==> config.mk <==
export PLATFORM = sky130hd
export DESIGN_NAME = hazard_scoreboard_ctrl
export DESIGN_NICKNAME = d
export VERILOG_FILES = /design/src/rtl/hazard_scoreboard_ctrl_pkg.sv /design/src/rtl/hazard_scoreboard_ctrl_ll_scoreboard.sv /design/src/rtl/hazard_scoreboard_ctrl.sv
export SDC_FILE = /design/constraint.sdc
export NUM_CORES = 1
export LEC_CHECK = 0
export CORE_MARGIN = 1
export CORE_UTILIZATION = 40
export DETAILED_ROUTE_END_ITERATION = 10
export PLACE_DENSITY_LB_ADDON = 0.25
export SYNTH_ARGS = -nofsm -noshare
export SYNTH_HDL_FRONTEND = slang
export SYNTH_SLANG_ARGS = --single-unit
==> constraint.sdc <==
create_clock -name clk -period 8.85 [get_ports clk]
set_input_delay 1.77 -clock clk [delete_from_list [all_inputs] [get_ports clk]]
set_output_delay 1.77 -clock clk [all_outputs]
set_load 0.01 [all_outputs]
==> src/rtl/hazard_scoreboard_ctrl_pkg.sv <==
// Shared types and width helpers for the hazard/scoreboard controller.
package hazard_scoreboard_ctrl_pkg;

    // Forward-select code meaning "take the operand from the register file".
    localparam int FWD_SEL_RF = 0;

    // Width of a per-operand forward select: regfile plus one code per stage.
    function automatic int sel_width(input int num_fwd);
        return $clog2(num_fwd + 1);
    endfunction

    // Width of the outstanding-LL counter: must hold 0..max_ll inclusive.
    function automatic int cnt_width(input int max_ll);
        return $clog2(max_ll + 1);
    endfunction

    // Pipeline control bundle driven towards the pipeline top.
    typedef struct packed {
        logic if_id_exe_stall;
        logic exe_lsu_stall;
        logic id_exe_flush;
        logic exe_lsu_flush;
        logic exe_new_pc;
        logic csr_new_pc;
    } type_hzd2ptop_s;

endpackage

==> src/rtl/hazard_scoreboard_ctrl_ll_scoreboard.sv <==
// Register scoreboard for long-latency ops: pending bits, outstanding count,
// launch acceptance and the sticky bad-completion flag.
module ll_scoreboard
    import hazard_scoreboard_ctrl_pkg::*;
#(
    parameter  int RADDR_W  = 5,
    parameter  int MAX_LL   = 4,
    localparam int NUM_REGS = 2**RADDR_W,
    localparam int CNT_W    = cnt_width(MAX_LL)
) (
    input  logic                clk,
    input  logic                rst_n,
    input  logic                issue,
    input  logic [RADDR_W-1:0]  issue_rd,
    input  logic                kill,
    input  logic                cmpl,
    input  logic [RADDR_W-1:0]  cmpl_rd,
    output logic [NUM_REGS-1:0] sb,
    output logic [CNT_W-1:0]    count,
    output logic                ack,
    output logic                err
);

    logic                full;
    logic                cmpl_hit;
    logic                issue_busy;
    logic                err_set;
    logic [NUM_REGS-1:0] sb_next;
    logic [CNT_W-1:0]    count_next;

    // Launch acceptance: room left, rd not already pending, not being flushed.
    always_comb begin
        full     = (count == CNT_W'(MAX_LL));
        cmpl_hit = cmpl & sb[cmpl_rd];
        // A completion retiring the same rd this cycle frees it for the new launch,
        // so back-to-back writers of one register keep the pipe moving.
        issue_busy = sb[issue_rd] & ~(cmpl & (cmpl_rd == issue_rd));
        ack        = issue & ~full & ~issue_busy & ~kill;
        // x0 is never pending, so a completion naming it is silently ignored.
        err_set    = cmpl & ~sb[cmpl_rd] & (cmpl_rd != '0);
    end

    // Next scoreboard/count: completion clears first, then a launch sets (launch wins).
    always_comb begin
        // NOTE: every variable gets a default before any condition, so no latch is inferred.
        sb_next    = sb;
        count_next = count;
        if (cmpl_hit) begin
            sb_next[cmpl_rd] = 1'b0;
            count_next       = count_next - CNT_W'(1);
        end
        if (ack && (issue_rd != '0)) begin
            sb_next[issue_rd] = 1'b1;
            count_next        = count_next + CNT_W'(1);
        end
    end

    // Scoreboard state with asynchronous clear.
    always_ff @(posedge clk or negedge rst_n) begin
        // NOTE: the pending bits gate hazards directly, so unlike a data RAM they must be reset.
        if (!rst_n) begin
            sb    <= '0;
            count <= '0;
            err   <= 1'b0;
        end else begin
            // NOTE: non-blocking assignments keep all flops updating from the same old values.
            sb    <= sb_next;
            count <= count_next;
            if (err_set) err <= 1'b1;
        end
    end

endmodule

==> src/rtl/hazard_scoreboard_ctrl.sv <==
// Forwarding / stall / flush controller with long-latency scoreboard and stall watchdog.
module hazard_scoreboard_ctrl
    import hazard_scoreboard_ctrl_pkg::*;
#(
    parameter  int NUM_RS    = 2,
    parameter  int NUM_FWD   = 2,
    parameter  int RADDR_W   = 5,
    parameter  int MAX_LL    = 4,
    parameter  int STALL_TMO = 1024,
    localparam int SEL_W     = sel_width(NUM_FWD),
    localparam int CNT_W     = cnt_width(MAX_LL)
) (
    input  logic                       clk,
    input  logic                       rst_n,
    input  logic [NUM_RS*RADDR_W-1:0]  exe_rs_addr_i,
    input  logic [NUM_RS-1:0]          exe_rs_use_i,
    input  logic                       exe_new_pc_req_i,
    input  logic [NUM_FWD*RADDR_W-1:0] stg_rd_addr_i,
    input  logic [NUM_FWD-1:0]         stg_rd_wr_i,
    input  logic [NUM_FWD-1:0]         stg_rd_rdy_i,
    input  logic                       ll_issue_i,
    input  logic [RADDR_W-1:0]         ll_issue_rd_i,
    input  logic                       ll_cmpl_i,
    input  logic [RADDR_W-1:0]         ll_cmpl_rd_i,
    input  logic                       csr_new_pc_req_i,
    input  logic                       csr_wfi_req_i,
    input  logic                       if_stall_i,
    output logic [NUM_RS*SEL_W-1:0]    fwd_sel_o,
    output logic                       ll_issue_ack_o,
    output logic                       if_id_exe_stall_o,
    output logic                       exe_lsu_stall_o,
    output logic                       id_exe_flush_o,
    output logic                       exe_lsu_flush_o,
    output logic                       exe_new_pc_o,
    output logic                       csr_new_pc_o,
    output logic [CNT_W-1:0]           ll_outstanding_o,
    output logic                       ll_err_o,
    output logic                       stall_tmo_o
);

    localparam int NUM_REGS = 2**RADDR_W;
    localparam int TMO_W    = (STALL_TMO > 1) ? $clog2(STALL_TMO) : 1;

    logic [NUM_REGS-1:0] sb;
    logic                use_haz;
    logic                lsu_flush;
    logic                lsu_stall;
    logic                stall;
    logic                tmo_fire;
    logic                tmo_flag;
    logic [TMO_W-1:0]    tmo_cnt;
    type_hzd2ptop_s      ctl;

    assign lsu_flush = csr_new_pc_req_i | csr_wfi_req_i;

    ll_scoreboard #(
        .RADDR_W (RADDR_W),
        .MAX_LL  (MAX_LL)
    ) u_ll_scoreboard (
        .clk      (clk),
        .rst_n    (rst_n),
        .issue    (ll_issue_i),
        .issue_rd (ll_issue_rd_i),
        .kill     (lsu_flush),
        .cmpl     (ll_cmpl_i),
        .cmpl_rd  (ll_cmpl_rd_i),
        .sb       (sb),
        .count    (ll_outstanding_o),
        .ack      (ll_issue_ack_o),
        .err      (ll_err_o)
    );

    // Per-operand forward select and use hazard; the youngest matching stage decides.
    always_comb begin
        logic [RADDR_W-1:0] rs;
        logic               found;
        logic               not_rdy;
        logic [SEL_W-1:0]   sel;
        fwd_sel_o = '0;
        use_haz   = 1'b0;
        rs        = '0;
        found     = 1'b0;
        not_rdy   = 1'b0;
        sel       = SEL_W'(FWD_SEL_RF);
        for (int r = 0; r < NUM_RS; r++) begin
            rs      = exe_rs_addr_i[r*RADDR_W +: RADDR_W];
            found   = 1'b0;
            not_rdy = 1'b0;
            sel     = SEL_W'(FWD_SEL_RF);
            for (int k = 0; k < NUM_FWD; k++) begin
                if (!found && stg_rd_wr_i[k] && (rs != '0) &&
                    (stg_rd_addr_i[k*RADDR_W +: RADDR_W] == rs)) begin
                    found = 1'b1;
                    if (stg_rd_rdy_i[k]) sel = SEL_W'(k + 1);
                    else                 not_rdy = 1'b1;
                end
            end
            fwd_sel_o[r*SEL_W +: SEL_W] = sel;
            if (exe_rs_use_i[r] && (not_rdy || sb[rs])) use_haz = 1'b1;
        end
    end

    // Stall, redirect and flush decisions.
    always_comb begin
        ctl                 = '0;
        lsu_stall           = ll_issue_i & ~lsu_flush & ~ll_issue_ack_o;
        stall               = use_haz | lsu_stall | if_stall_i;
        ctl.if_id_exe_stall = stall;
        ctl.exe_lsu_stall   = lsu_stall;
        ctl.exe_new_pc      = exe_new_pc_req_i & ~stall & ~csr_new_pc_req_i;
        ctl.csr_new_pc      = csr_new_pc_req_i;
        ctl.id_exe_flush    = ctl.exe_new_pc | lsu_flush;
        ctl.exe_lsu_flush   = lsu_flush | ((use_haz | if_stall_i) & ~lsu_stall);
    end

    assign if_id_exe_stall_o = ctl.if_id_exe_stall;
    assign exe_lsu_stall_o   = ctl.exe_lsu_stall;
    assign id_exe_flush_o    = ctl.id_exe_flush;
    assign exe_lsu_flush_o   = ctl.exe_lsu_flush;
    assign exe_new_pc_o      = ctl.exe_new_pc;
    assign csr_new_pc_o      = ctl.csr_new_pc;

    // Watchdog fires in the cycle that completes STALL_TMO consecutive stalls.
    always_comb begin
        tmo_fire = (STALL_TMO != 0) && stall && (int'(tmo_cnt) == STALL_TMO - 1);
    end

    // Consecutive-stall counter and sticky timeout flag.
    always_ff @(posedge clk or negedge rst_n) begin
        if (!rst_n) begin
            tmo_cnt  <= '0;
            tmo_flag <= 1'b0;
        end else begin
            if (!stall)                    tmo_cnt <= '0;
            else if (!tmo_fire && !tmo_flag) tmo_cnt <= tmo_cnt + TMO_W'(1);
            if (tmo_fire) tmo_flag <= 1'b1;
        end
    end

    assign stall_tmo_o = tmo_flag | tmo_fire;

endmodule
* Yosys cells after proc, flatten, opt, wreduce, memory -nomap -nowiden
Index checks and enable logic that the tools add are counted.
** Word-level totals
- Register bits after elaboration :: 47
- Input port bits :: 44
- Logic and storage cells :: 117
** Operators by class
- $add $sub $neg :: 3
- Magnitude comparators :: 6
- Equality and inequality tests :: 8
- Mux-type cells :: 36
- Bitwise operators :: 32
- Reduce and logical (&&, ||, !) cells :: 27
** Operator list (number)
- 32-bit two-way mux :: 2
- 32-bit bitwise AND :: 1
- 32-bit NOT :: 1
- 32-bit OR :: 1
- 5-bit == test :: 5
- 5-bit by 6-bit less-than comparator with 1-bit output (second input constant) :: 4
- 1-bit binary-select mux with 5-bit select :: 4
- 10-bit two-way mux :: 2
- 5-bit nonzero test :: 4
- 1-bit two-way mux :: 18
- 1-bit logical AND :: 17
- 1-bit bitwise AND :: 13
- 2-bit two-way mux :: 6
- 10-bit by 1-bit adder with 10-bit output (second input constant) :: 1
- 1-bit demux with 5-bit select :: 2
- 10-bit by 1-bit == test with 1-bit output (second input constant) :: 1
- 5-bit by 1-bit greater-or-equal comparator with 1-bit output (second input constant) :: 2
- 1-bit NOT :: 9
- 1-bit OR :: 7
- 3-bit two-way mux :: 2
- 1-bit zero test :: 4
- 3-bit by 1-bit adder with 3-bit output (second input constant) :: 1
- 3-bit == test (second input constant) :: 1
- 3-bit by 1-bit subtractor with 3-bit output (second input constant) :: 1
- 2 further kinds :: 3

* Depth between registers and ports, before layout
- Depth in word-level cells :: 20
- Mapped depth :: 11

* Hierarchy
From an unflattened synthesis, not the netlist that was laid out.
** Second synthesis, totals
- Cells, all modules :: 419
- Area total of the unflattened synthesis :: 4060.1 um^2
** By module, submodules not included
- ll_scoreboard :: instances 1, cells an instance 247, area each 2476.1 um^2, sequential area each 900.9 um^2
- hazard_scoreboard_ctrl :: instances 1, cells an instance 172, area each 1584.0 um^2, sequential area each 275.3 um^2

* Worst setup path before layout
Ideal clock, no wire load.
- Path type :: input to output
- Start point :: in exe_rs_addr_i[5]
- End point :: out exe_new_pc_o
- Arrival time :: 3499 ps
- Required time :: 7080 ps
- Path slack :: 3581 ps
- Stages on the path :: 8
- Cells stage by stage :: buf_2 mux4_2 mux2i_1 mux2_2 o2111ai_1 o211a_1 nor3_4 and3b_1
** Between the ends
- Cells in the longest elaborated chain, start to end :: 17
- Elaborated cells on any way between the ends :: 23
- Those cells by class :: eq/ne: 2; mux: 7; bitwise: 5; reduce/logical: 9
** Ends and longest elaborated chain
- start: declaration :: line hazard_scoreboard_ctrl.sv:15 : input logic [NUM_RS*RADDR_W-1:0] exe_rs_addr_i,
- 5-bit nonzero test :: line hazard_scoreboard_ctrl.sv:91 : if (!found && stg_rd_wr_i[k] && (rs != '0) &&
- 1-bit logical AND (2 in a row) :: line hazard_scoreboard_ctrl.sv:91
- 1-bit two-way mux :: line hazard_scoreboard_ctrl.sv:91
- 1-bit zero test :: line hazard_scoreboard_ctrl.sv:91
- 1-bit logical AND (3 in a row) :: line hazard_scoreboard_ctrl.sv:91
- 1-bit two-way mux :: line hazard_scoreboard_ctrl.sv:91
- 1-bit logical OR * :: line hazard_scoreboard_ctrl.sv:99 : if (exe_rs_use_i[r] && (not_rdy || sb[rs])) use_haz = 1'b1;
- 1-bit logical AND * :: line hazard_scoreboard_ctrl.sv:99
- 1-bit two-way mux * :: line hazard_scoreboard_ctrl.sv:99
- 1-bit OR * (2 in a row) :: line hazard_scoreboard_ctrl.sv:107 : stall = use_haz | lsu_stall | if_stall_i;
- 1-bit NOT * :: line hazard_scoreboard_ctrl.sv:110 : ctl.exe_new_pc = exe_new_pc_req_i & ~stall & ~csr_new_pc_req_i;
- 1-bit bitwise AND * (2 in a row) :: line hazard_scoreboard_ctrl.sv:110
- end: declaration :: line hazard_scoreboard_ctrl.sv:34 : output logic exe_new_pc_o,
Every way passes the cells marked *; elsewhere a longest branch is shown, timed or not. The select of a mux whose other input is x is not followed.

* Worst setup path after layout
- Start point :: in ll_issue_rd_i[1]
- End point :: out exe_new_pc_o
** Between the ends
- Cells in the longest elaborated chain, start to end :: 14
- Elaborated cells on any way between the ends :: 16
- Those cells by class :: eq/ne: 1; mux: 2; bitwise: 13
** Ends and longest elaborated chain
- start: declaration :: line hazard_scoreboard_ctrl.sv:22 : input logic [RADDR_W-1:0] ll_issue_rd_i,
- parallel branches: the longest is 3 deep, another holds 1-bit binary-select mux with 5-bit select
- 1-bit bitwise AND * :: line hazard_scoreboard_ctrl_ll_scoreboard.sv:37 : issue_busy = sb[issue_rd] & ~(cmpl & (cmpl_rd == issue_rd));
- 1-bit NOT * :: line hazard_scoreboard_ctrl_ll_scoreboard.sv:38 : ack = issue & ~full & ~issue_busy & ~kill;
- 1-bit bitwise AND * (2 in a row) :: line hazard_scoreboard_ctrl_ll_scoreboard.sv:38
- 1-bit NOT * :: line hazard_scoreboard_ctrl.sv:106 : lsu_stall = ll_issue_i & ~lsu_flush & ~ll_issue_ack_o;
- 1-bit bitwise AND * :: line hazard_scoreboard_ctrl.sv:106
- 1-bit OR * (2 in a row) :: line hazard_scoreboard_ctrl.sv:107
- 1-bit NOT * :: line hazard_scoreboard_ctrl.sv:110
- 1-bit bitwise AND * (2 in a row) :: line hazard_scoreboard_ctrl.sv:110
Mark *: on every way between the ends. The select of a mux whose other input is x is not followed.

==> key figures <==
Placement
  • Placed cell count: about 550
  • Port Buffers: 59
  • Final HPWL DP: 7970 um
  • Final GP Congestion: 0.923

Clock tree
  • Clock-pin transition on the worst setup and hold timing paths: around 0.1 ns
  • Clk buf depth: 2
  • Hold_buf cts: 0
  • Post-CTS Resized: 0
  • Clock Latency Late Sink: roughly 0.30 ns
  • H-tree depth: 2
  • CTS Root Cell: clkbuf_8
  • Post-CTS Setup Repair Bufs: 0
  • Clock Sinks: 47
  • CTS Buf Count: 5
  • CTS tree: done

Power
  • Int Pwr: about 0.44 mW
  • VDD IR max: between 0.00009 and 0.0001 V
  • NetSw: ~0.21 mW
  • Pwr Total: roughly 0.66 mW
  • Sw Ratio: between 30% and 40%
  • Flop pwr share: between 40% and 50%
  • Clock share of power: roughly a quarter
  • Comb pwr share: a little under a third
  • Pleak: ~1.7 nW
  • Pwr per Cell Area: between 100 and 150 nW/um^2

Die
  • Core Region: roughly 9300 um^2
  • DIE AREA: ~10000 um^2
  • Die X: 100 um
  • Die height: 100 um
  • # IOs: 60
  • FP Rows: 35
  • Initial Util: 41.4%

STA
  • Max Clock Skew: 0.0142 ns
  • RSZ-0062 raised after global routing: no
  • Final hold viol count: 0
  • Minimum clock period: ~7.4 ns
  • Setup_tns: 0 ns
  • Slew @ Worst Pin: approximately 1.1 ns
  • Fin crit share: 83.3%
  • Endpoints failing setup: 0
  • Min Hold Slack: approximately 0.5 ns
  • Max_slew headroom: between 20% and 30%
  • Max Freq: 136 MHz
  • Final Max Slew Viols: 0

GRT
  • Vias in the first global route: between 3000 and 4000
  • Global-route wire length before repair: between 15000 and 20000 um
  • GRT Util Overall: 22.9%
  • Initial antenna violation count: 0
  • Largest net degree at the start of global routing: 48
  • Gr ovfl total: 0

Setup path
  • Worst-path maximum fanout: 21
  • Crit. Startpoint: ll_issue_rd_i[1]
  • Worst path bufs/invs: 2
  • FF-to-FF Start: u_ll_scoreboard.sb[16]$_DFF_PN0_
  • CP max-delay cell: clkdlybuf4s50_1
  • Crit path capture: exe_new_pc_o
  • Crit end category: output pin
  • Reg2Reg Setup Slack: about 6.3 ns
  • Max stage delay on crit path: about 1.1 ns
  • Reg-to-reg endpoint: u_ll_scoreboard.sb[26]$_DFF_PN0_
  • Crit start category: input port
  • CP Cell Sequence: clkdlybuf4s50_1, mux4_2, and3b_1, o31a_1, o21ba_2, nor3_4, and3b_1, clkdlybuf4s50_1
  • WP data arrival: 5.60 ns
  • Crit path kind: in -> out
  • R2r worst-path depth: 7
  • Worst Path Required: 7.08 ns
  • WP depth: 8
  • CP top delay family: buffers and inverters

Hold path
  • WHS Path Cells: 1
  • Hold WC Path Type: reg -> reg

Route
  • Pre-antenna DRT Iters: 5
  • Detailed Route WL: 10800 um
  • Avg WL per Cell: a little under 20 um
  • Via count: ~3400
  • Post-route DRC: 0
  • DR vias/cell: around 6
  • Initial DRC count: about 450
  • Detail Route Antenna Nets: 0

Job
  • Max_cap viols: 0

Yosys
  • Post-Synthesis Cells: 391
  • Yosys cell types: 61
  • EDFF count, synth: 0
  • Part of the Yosys area used for sequential elements: a little under a third
  • Synth Cell Area: about 3800 um^2
  • Synthesized Nets: 439
  • Most numerous cell in the Yosys netlist: dfrtp_1
  • Yosys warns: 0
  • Synth top area cells: dfrtp_1, mux4_2, o21ai_0
  • Main flop type after synthesis: dfrtp_1
  • Synth cell count leaders: dfrtp_1, o21ai_0, nand2_1
  • Fraction of registers with async set/reset: 100%
  • Synth Area per Inst: 9.83 um^2
  • Area share of the largest cell type after synthesis: 30.6%
  • Leading area contributor after synthesis: dfrtp_1
  • #FFs+latches synth: 47

Final layout
  • Area delta synth->final: 18.4%
  • N_diodes: 0
  • Layout cells sized above 1: between 10% and 20%
  • Layout Nets: 479
  • Post-route insts no fill: 561

Status
  • Outcome: finished, final reports clean
[per-layer routing]
layer	share of wire (%)	track usage (%)	routed length, um
met4	1.6	7.58	173
met1	43	30.7	4670
met3	9.5	4.74	1030
met5	0	0	0
met2	46	37.1	4970
[power by group through the flow]
stage	registers, mW	clock network (mW)	logic, mW
2_1_floorplan	0.271	0	0.135
4_1_cts	0.278	0.174	0.208
6_report	0.281	0.169	0.208
3_3_place_gp	0.282	0	0.202
5_1_grt	0.284	0.184	0.227
3_5_place_dp	0.283	0	0.207
[final cells by class]
cell class | instances | area [um^2]
Inverter | 7 | 26.3
Clock buffer | 6 | 82.6
Tap cell | 129 | 161
Timing Repair Buffer | 59 | 586
Sequential cell | 47 | 1180
Multi-Input combinational cell | 311 | 2480
Clock inverter | 2 | 38.8
Fill cell | 883 | 4730
[sequential cells by signal, summed over array words and instances (netlist names)]
signal / count
tmo_cnt: 10
tmo_flag: 1
u_ll_scoreboard.sb: 32
u_ll_scoreboard.err: 1
u_ll_scoreboard.count: 3
[per-stage QoR]
stage | utilization [%] | instance area [um^2] | setup slack (ns)
finish | 49.0 | 4550 | 1.48
global route | 49.0 | 4550 | 1.32
CTS | 49.0 | 4550 | 1.49
detailed placement | 47.7 | 4430 | 1.51
global placement | 47.7 | 4430 | 1.56
floorplan | - | 3840 | 3.58
[worst min path at each step]
stage | start | endpoint | slack [ns]
2_1_floorplan | tmo_cnt[9]$_DFFE_PN0P_ | tmo_cnt[9]$_DFFE_PN0P_ | 0.50
3_3_place_gp | u_ll_scoreboard.err$_DFFE_PN0P_ | u_ll_scoreboard.err$_DFFE_PN0P_ | 0.47
4_1_cts | u_ll_scoreboard.err$_DFFE_PN0P_ | u_ll_scoreboard.err$_DFFE_PN0P_ | 0.50
6_report | u_ll_scoreboard.err$_DFFE_PN0P_ | u_ll_scoreboard.err$_DFFE_PN0P_ | 0.49
5_1_grt | u_ll_scoreboard.err$_DFFE_PN0P_ | u_ll_scoreboard.err$_DFFE_PN0P_ | 0.55
3_5_place_dp | u_ll_scoreboard.err$_DFFE_PN0P_ | u_ll_scoreboard.err$_DFFE_PN0P_ | 0.46
[logic make-up after synthesis]
logic type | Yosys count | synth area share (%)
simple gates | 129 | 19.0
compound gates | 92 | 15.4
mux | 48 | 20.1
flops | 47 | 30.6
xor+xnor | 38 | 8.66
buf+inv | 33 | 4.91
fa+ha+maj | 4 | 1.30
[worst reg2reg max path, stage by stage (launching register included)]
cell,delay (ns)
dfrtp_1,0.45
mux4_2,0.47
nor2b_1,0.14
a31oi_1,0.15
o2111ai_1,0.23
o21ai_4,0.32
nand3_1,0.36
o21ai_0,0.37
[placed cells by master, fill, tap and decap left out, drive strengths merged, types with 9 or more instances in the layout]
cell type	count
clkdlybuf4s50	58
mux4	23
dfrtp	47
nor2	20
o2bb2ai	9
o21ai	50
xor2	13
xnor2	25
mux2i	20
nand3	10
nand2	34
Power figures use the tool's default switching activity.
